==> src/rtl/pc_pkg.sv <==
// Shared types and default sizing for the PC sequencer.
package pc_pkg;

  typedef enum logic [2:0] {
    NEXT   = 3'd0,
    BR_REL = 3'd1,
    BR_ABS = 3'd2,
    CALL   = 3'd3,
    RET    = 3'd4,
    HALT   = 3'd5
  } pc_op_t;

  localparam int PC_W_DEF        = 10;
  localparam int LUT_IDX_W_DEF   = 3;
  localparam int STACK_DEPTH_DEF = 4;

endpackage

==> src/rtl/pc_target_lut.sv <==
// Branch-target register file: one combinational read, one synchronous write.
// Contents are deliberately not reset so targets survive a sequencer re-init.
module pc_target_lut #(
  parameter int PC_W      = 10,
  parameter int LUT_IDX_W = 3
) (
  input  logic                 CLK,
  input  logic [LUT_IDX_W-1:0] ridx,
  output logic [PC_W-1:0]      rdata,
  input  logic                 we,
  input  logic [LUT_IDX_W-1:0] widx,
  input  logic [PC_W-1:0]      wdata
);

  logic [PC_W-1:0] mem [2**LUT_IDX_W];

  // A read of the index being written this cycle sees the old entry.
  assign rdata = mem[ridx];

  // Write port, independent of stall/halt.
  always_ff @(posedge CLK) begin
    if (we) mem[widx] <= wdata;
  end

endmodule

==> src/rtl/pc_sequencer.sv <==
// Program counter / fetch sequencer with target LUT, return stack, stall,
// explicit HALT and an end-of-program limit.
module pc_sequencer
  import pc_pkg::*;
#(
  parameter int              PC_W        = PC_W_DEF,
  parameter int              LUT_IDX_W   = LUT_IDX_W_DEF,
  parameter int              STACK_DEPTH = STACK_DEPTH_DEF,
  parameter logic [PC_W-1:0] PROG_LAST   = PC_W'(2**PC_W - 1)
) (
  input  logic                 CLK,
  input  logic                 init,
  input  logic                 stall,
  input  logic [2:0]           op,
  input  logic                 cond,
  input  logic [LUT_IDX_W-1:0] lut_idx,
  input  logic                 lut_we,
  input  logic [LUT_IDX_W-1:0] lut_widx,
  input  logic [PC_W-1:0]      lut_wdata,
  output logic [PC_W-1:0]      PC,
  output logic                 halt,
  output logic                 stack_err
);

  localparam int SP_W  = $clog2(STACK_DEPTH + 1);
  localparam int IDX_W = (STACK_DEPTH > 1) ? $clog2(STACK_DEPTH) : 1;

  logic [PC_W-1:0]  tgt;
  logic [PC_W-1:0]  stk [STACK_DEPTH];
  logic [SP_W-1:0]  sp, sp_nxt;
  logic [PC_W-1:0]  pc_nxt, pc_inc;
  logic             halt_nxt, err_nxt, push, seq;
  logic [IDX_W-1:0] push_idx, pop_idx;

  pc_target_lut #(.PC_W(PC_W), .LUT_IDX_W(LUT_IDX_W)) u_lut (
    .CLK   (CLK),
    .ridx  (lut_idx),
    .rdata (tgt),
    .we    (lut_we),
    .widx  (lut_widx),
    .wdata (lut_wdata)
  );

  assign pc_inc   = PC + PC_W'(1);
  assign push_idx = IDX_W'(sp);
  assign pop_idx  = IDX_W'(sp - SP_W'(1));

  // Next-state decode; "seq" marks a sequential advance so the end limit
  // is applied in one place.
  always_comb begin
    pc_nxt   = PC;
    sp_nxt   = sp;
    halt_nxt = halt;
    err_nxt  = stack_err;
    push     = 1'b0;
    seq      = 1'b0;
    if (!halt && !stall) begin
      case (op)
        BR_REL: if (cond) pc_nxt = PC + tgt; else seq = 1'b1;
        BR_ABS: if (cond) pc_nxt = tgt;      else seq = 1'b1;
        CALL: begin
          if (sp == SP_W'(STACK_DEPTH)) begin
            err_nxt  = 1'b1;
            halt_nxt = 1'b1;
          end else begin
            push   = 1'b1;
            pc_nxt = tgt;
            sp_nxt = sp + SP_W'(1);
          end
        end
        RET: begin
          if (sp == '0) begin
            err_nxt  = 1'b1;
            halt_nxt = 1'b1;
          end else begin
            pc_nxt = stk[pop_idx];
            sp_nxt = sp - SP_W'(1);
          end
        end
        HALT:    halt_nxt = 1'b1;
        default: seq = 1'b1;  // NEXT and unused encodings
      endcase
      if (seq) begin
        if (PC == PROG_LAST) halt_nxt = 1'b1;
        else                 pc_nxt   = pc_inc;
      end
    end
  end

  // PC, stack pointer and sticky flags; init dominates.
  always_ff @(posedge CLK) begin
    if (init) begin
      PC        <= '0;
      sp        <= '0;
      halt      <= 1'b0;
      stack_err <= 1'b0;
    end else begin
      PC        <= pc_nxt;
      sp        <= sp_nxt;
      halt      <= halt_nxt;
      stack_err <= err_nxt;
    end
  end

  // Return-address storage; the return address wraps naturally at the top.
  always_ff @(posedge CLK) begin
    if (!init && push) stk[push_idx] <= pc_inc;
  end

endmodule

==> config.mk <==
export PLATFORM = sky130hd
export DESIGN_NAME = pc_sequencer
export DESIGN_NICKNAME = d
export VERILOG_FILES = /design/src/rtl/pc_pkg.sv /design/src/rtl/pc_target_lut.sv /design/src/rtl/pc_sequencer.sv
export SDC_FILE = /design/constraint.sdc
export NUM_CORES = 1
export LEC_CHECK = 0
export ABC_AREA = 1
export CELL_PAD_IN_SITES_DETAIL_PLACEMENT = 1
export CELL_PAD_IN_SITES_GLOBAL_PLACEMENT = 1
export CORE_UTILIZATION = 40
export DETAILED_ROUTE_END_ITERATION = 6
export GPL_ROUTABILITY_DRIVEN = 0
export GPL_TIMING_DRIVEN = 0
export PLACE_DENSITY = 0.76
export SETUP_SLACK_MARGIN = 0.2
export SLEW_MARGIN = 25
export SYNTH_ARGS = -nofsm -noshare
export SYNTH_HDL_FRONTEND = slang
export SYNTH_SLANG_ARGS = --single-unit
==> constraint.sdc <==
create_clock -name CLK -period 2.8 [get_ports CLK]
set_input_delay 0.42 -clock CLK [delete_from_list [all_inputs] [get_ports CLK]]
set_output_delay 0.42 -clock CLK [all_outputs]
set_load 0.05 [all_outputs]
==> run metrics, run 1 <==
critical path type reg -> reg; vias between 5k and 6k; initial antenna violation count 0; Synth warnings 0; syn_nets between 700 and 800; sequential area share after synthesis 0.600; f_max approximately 400 MHz; Top-Level Pins 36; Die ar. roughly 17,000 um^2; Worst Hold Class reg -> reg; Post-CTS Hold Buffers 0; clk buf depth 2; CP max FO 11; Cells after Synth 660; Hold WS roughly 480 ps; Util after Layout 0.514; Post-synth ARST share 0; CTS Buf Count 17; DR iter-0 viols 357; number of enable flip-flop cells after synthesis 120; max cap viols 0; vias in the first global route 5,413; commonest non-fill, non-tap cell in the layout edfxtp_1; total gr overflow 0; Pwr Density between 600 and 700 nW/um^2; startpoint types flip-flop; Final #Nets ~770; DP Wirelength about 13 mm; static leakage between 3 and 4 nW; Most used DFF post-synth edfxtp_1; die span in y 130 um; pin count of the biggest net entering global routing 17; RSZ-0062 raised after global routing true; die extent in x about 130 um; Cell Count, Final, Fillers Out 959; global-route usage over all layers 0.240; CP Cell Sequence inv_1 -> clkbuf_2 -> ha_2 -> ha_1 -> nor2_1 -> nand3_1 -> nor2_4 -> buf_12; CTS root buf clkbuf_16; IO Port Bufs 34; critical path arrival 2620 ps; status finished clean; ANT cells 0; Via density roughly 5.5; Fillers roughly 1.8k; CTS clk-pin slew, worst paths ~60 ps; average size of a mapped cell between 9 and 10 um^2; max_slew headroom 0.495; share of layout cells above drive strength 1 0.174; final setup fails 0; DR WL/cell roughly 20 um; CTS tree yes; mapped cell area 6510 um^2; Worst-Skew Late Latency 420 ps; peak supply drop ~0.46 mV; Slew Limit Fails 0; Final min period 2480 ps; placed insts slightly above 900; H-tree depth 4; CORE AREA 15,900 um^2; worst-margin pin slew roughly 760 ps; first-pass GRT wire length 29.1 mm; total clock sinks roughly 140; CP endpoint kind flip-flop; Slowest-stage cell, CP dfxtp_1; slowest cell delay on critical path roughly 420 ps; most frequent cells in the layout 120 x edfxtp_1, 118 x nand2_1, 82 x nor2_1, 62 x o21ai_0, 56 x inv_1; final-report hold violation count 0; clock skew 9.11 ps; fin crit share 0.887; #FFs+latches synth 135; CP required ~3000 ps; area grow syn2layout 25.5%; # rows 46; post-synthesis cell type count 42; DRC Markers 0; first drt pass iteration count 5; Routed WL between 15 and 20 mm; Starting Density 0.410; Final ANT Viol Nets 0
[report_power, final]
group	total (mW)	internal, mW	switching [mW]
Combinational	0.726	0.254	0.472
Sequential	2.30	2.26	0.0437
Clock	2.29	1.40	0.884
[layout make-up]
class,count,area (um^2),area share
clock buffers,17,425,0.0521
clock inverters,14,174,0.0213
repair buffers,52,523,0.0641
well taps,216,270,0.0331
multi-input cells,439,2430,0.298
plain buffers,21,183,0.0224
inverters,65,254,0.0311
flip-flops and latches,135,3900,0.478
[through the flow]
stage	cell area, um^2	TNS, ps	total power [mW]	worst slack (ps)
CTS	7870	0	5.28	105
finish	8160	0	5.31	316
floorplan	6510	0	2.73	202
global placement	7120	-10940	2.95	-1090
detailed placement	7140	-14470	2.98	-1220
global route	8160	0	5.48	142
[worst paths after layout]
kind / slack, ps / start / endpoint / cells past startpoint
worst min register to register: 480 / stack_err / stack_err / 2
worst min-delay path: 480 / stack_err / stack_err / 2
worst max register to register: 320 / sp[0] / stk[3][4] / 8
worst max-delay path: 320 / sp[0] / stk[3][4] / 8
[kinds of logic (layout without fill, tap and decap cells)]
group | Yosys count | after routing | share of synthesized area
XOR/XNOR | 10 | 10 | 0.0135
AND/OR/NAND/NOR | 265 | 265 | 0.172
flip-flops | 135 | 135 | 0.600
AO/OA/AOI/OAI | 147 | 147 | 0.129
buffers and inverters | 86 | 169 | 0.0525
adder cells (fa/ha/maj) | 17 | 17 | 0.0338
[registers in the layout, indices dropped and copies added (netlist names)]
name and cells:
sp 3, stk 40, stack_err 1, u_lut.mem 80
PC 10, halt 1
[critical path: cells and delay by family (launching register included)]
family | cells | cell delay (ps)
AND/OR/NAND/NOR | 3 | 800
buffers and inverters | 3 | 500
adder cells (fa/ha/maj) | 2 | 460
flip-flops | 1 | 420
[Yosys cell counts, drive strengths merged (2+ instances only)]
| library cell | number | area, um^2 |
|---|---|---|
| a211oi | 2 | 15.0 |
| a21oi | 33 | 184 |
| buf | 10 | 56.3 |
| clkbuf | 11 | 41.3 |
| clkinv | 2 | 7.51 |
| dfxtp | 15 | 300 |
| edfxtp | 120 | 3600 |
| ha | 16 | 200 |
| inv | 63 | 236 |
| nand2 | 124 | 468 |
| nand3 | 26 | 135 |
| nand3b | 2 | 15.0 |
| nand4 | 7 | 50.1 |
| nor2 | 101 | 402 |
| nor3 | 4 | 41.3 |
| o2111ai | 2 | 17.5 |
| o211ai | 5 | 42.5 |
| o21ai | 75 | 379 |
| o22ai | 25 | 156 |
| xor2 | 9 | 78.8 |
[layer usage]
metal / up-vias / GRT usage / wire, um
met5: - / 0 / 0
met1: 2630 / 0.276 / 7720
met2: 158 / 0.434 / 10300
met3: 36 / 0.0429 / 780
met4: 0 / 0.113 / 543
li1: 2433 / - / -
[what timing repair did]
| action | 4_1_cts | 5_1_grt |
|---|---|---|
| resized for setup | 47 | 49 |
| setup buffers | 7 | 11 |
| setup endpoints to repair | 50 | 50 |
| pin swaps | 4 | 12 |
Note: power is estimated with default switching activity, not from simulation.
==> run 2: changes to the inputs <==
Settings changed: RECOVER_POWER set to 100.
Clock period 2.8 ns to 2.95 ns, I/O delays scaled along.
==> run 2 against run 1 <==
Effect of this change: combinational power shrank 11%; clock power is 6% lower; count of clock-buffer cells in the layout is the same; fmax decreased by 6.6%; flip-flop and latch count did not move; critical path type unchanged.
==> run metrics, run 2 (synthesis gave the netlist of run 1 again) <==
status finished clean; total gr overflow 0 (unchanged); number of flip-flops under the largest register name 80 (unchanged); static leakage 3.01 nW (+0.32%); worst-margin pin slew 1290 ps (+531 ps); pin count of the biggest net entering global routing 17 (unchanged); Final min period 2660 ps (+174 ps); Via density 5.43 (-0.87%); CP endpoint kind flip-flop; GRT Max-Usage Layer met2; clock skew 9.35 ps (+0.242 ps); IO Port Bufs 34 (unchanged); DR WL/cell 19.9 um (-1.3%); # rows 46 (unchanged); Worst Hold Class reg -> reg; final-report hold violation count 0 (unchanged); met3 Use GR 0.0442 (+0.00124); CTS tree yes; share of layout cells above drive strength 1 0.127 (-0.0462); commonest non-fill, non-tap cell in the layout nand2_1; CTS Buf Count 17 (unchanged); first-pass GRT wire length 28.9 mm (-0.57%); critical path type reg -> reg; Worst-Skew Late Latency 420 ps (about the same); CTS clk-pin slew, worst paths 60 ps (about the same); ANT cells 0 (unchanged); initial antenna violation count 0 (unchanged); Routed WL 19.0 mm (-1.8%); critical path arrival 2940 ps (+320 ps); met1 Resource Use GR 0.275 (-0.00115); vias 5,184 (-1.4%); setup TNS 0 ps (unchanged); Die ar. 16,800 um^2 (unchanged); total clock sinks 135 (unchanged); die extent in x 130 um (unchanged); Top-Level Pins 36 (unchanged); max cap viols 0 (unchanged); Util after Layout 0.501 (-0.0128); peak supply drop 0.437 mV (-5.9%); CTS root buf clkbuf_16; biggest regs u_lut.mem: 80 flops, stk: 40 flops, PC: 10 flops; RSZ-0062 raised after global routing false; Slew Limit Fails 0 (unchanged); DR iter-0 viols 328 (-8.1%); area grow syn2layout 22.3%; Pwr Density 627 nW/um^2 (-3.6%); startpoint types flip-flop; DRC Markers 0 (unchanged); DP Wirelength 12.7 mm (unchanged); max_slew headroom 0.138 (-0.357); clk buf depth 2 (unchanged); CP max FO 11 (unchanged); Largest Register u_lut.mem; Final #Nets 767 (-0.65%); fin crit share 0.901 (+0.0140); H-tree depth 4 (unchanged); met2 GRT Util 0.429 (-0.00411); CP required 3230 ps (+300 ps); most frequent cells in the layout 121 x nand2_1, 120 x edfxtp_1, 95 x nor2_1, 67 x o21ai_0, 58 x inv_1; Starting Density 0.410 (unchanged); f_max 376 MHz (-6.6%); vias in the first global route 5,404 (-0.17%); die span in y 130 um (unchanged); final setup fails 0 (unchanged); Post-CTS Hold Buffers 0 (unchanged); first drt pass iteration count 4 (-1); CORE AREA 15,900 um^2 (unchanged); global-route usage over all layers 0.239 (-0.000831); Cell Count, Final, Fillers Out 954 (-0.52%); Final ANT Viol Nets 0 (unchanged); placed insts 910 (unchanged)
==> run 2: changes by cell type in the layout (fill, tap and decap cells not counted), moves of 4 or more <==
| cell | before | now |
|---|---|---|
| dlygate4sd3_1 | 0 | 23 |
| clkdlybuf4s50_1 | 31 | 8 |
| nor2_2 | 13 | 3 |
| o21ai_0 | 62 | 67 |
| nor2_1 | 82 | 95 |
| ha_1 | 10 | 14 |
| buf_4 | 15 | 10 |
==> run 2: path summary, 6_finish.rpt <==
check | startpoint | endpoint | slack [ps] | depth (start not counted)
worst max-delay path | sp[0] | PC[3] | 290 | 12
worst min-delay path | stack_err | stack_err | 470 | 2
worst max register to register | sp[0] | PC[3] | 290 | 12
worst min register to register | stack_err | stack_err | 470 | 2
==> run 2: final cells by class <==
class | count | area (um^2)
Fill cell | 1782 | 7930
Sequential cell | 135 | 3900
Multi-Input combinational cell | 439 | 2310
Inverter | 65 | 250
Buffer | 21 | 175
Timing Repair Buffer | 47 | 453
Tap cell | 216 | 270
Clock inverter | 14 | 174
Clock buffer | 17 | 425
==> run 2: what timing repair did <==
action | CTS | global route
setup endpoints to repair | 49 | 51
setup buffers | 5 | 8
pin swaps | 1 | 8
gates resized for setup | 38 | 35
==> run 2: critical path, cell delays in order (launching register included) <==
cell and delay [ps]:
dfxtp_1 420, inv_1 120, clkbuf_1 270, ha_1 340
ha_1 250, nand2_2 150, nand2_1 140, inv_1 80
nand3_1 210, nand2_1 130, nand3_1 110, o21ai_1 190
a21oi_1 80
==> run 2: power by group <==
part	internal (mW)	switching [mW]
logic	0.214	0.434
registers	2.14	0.0390
clock network	1.33	0.832
==> run 2: per-stage QoR <==
step / power, mW / instance area [um^2] / hold WS [ps] / setup slack, ps
6_report: 4.99 / 7960 / 466 / 292
5_1_grt: 5.15 / 7960 / 510 / 99.5
3_5_place_dp: 2.83 / 7140 / 464 / -1090
4_1_cts: 5.01 / 7860 / 478 / -28.0
2_1_floorplan: 2.60 / 6510 / 460 / 330
3_3_place_gp: 2.80 / 7120 / 455 / -962
==> run 2: metal layers <==
metal / part of all wire / vias to the layer above
met3: 0.035 / 37
met5: 0 / -
met2: 0.53 / 140
met1: 0.40 / 2586
met4: 0.032 / 0
li1: - / 2421
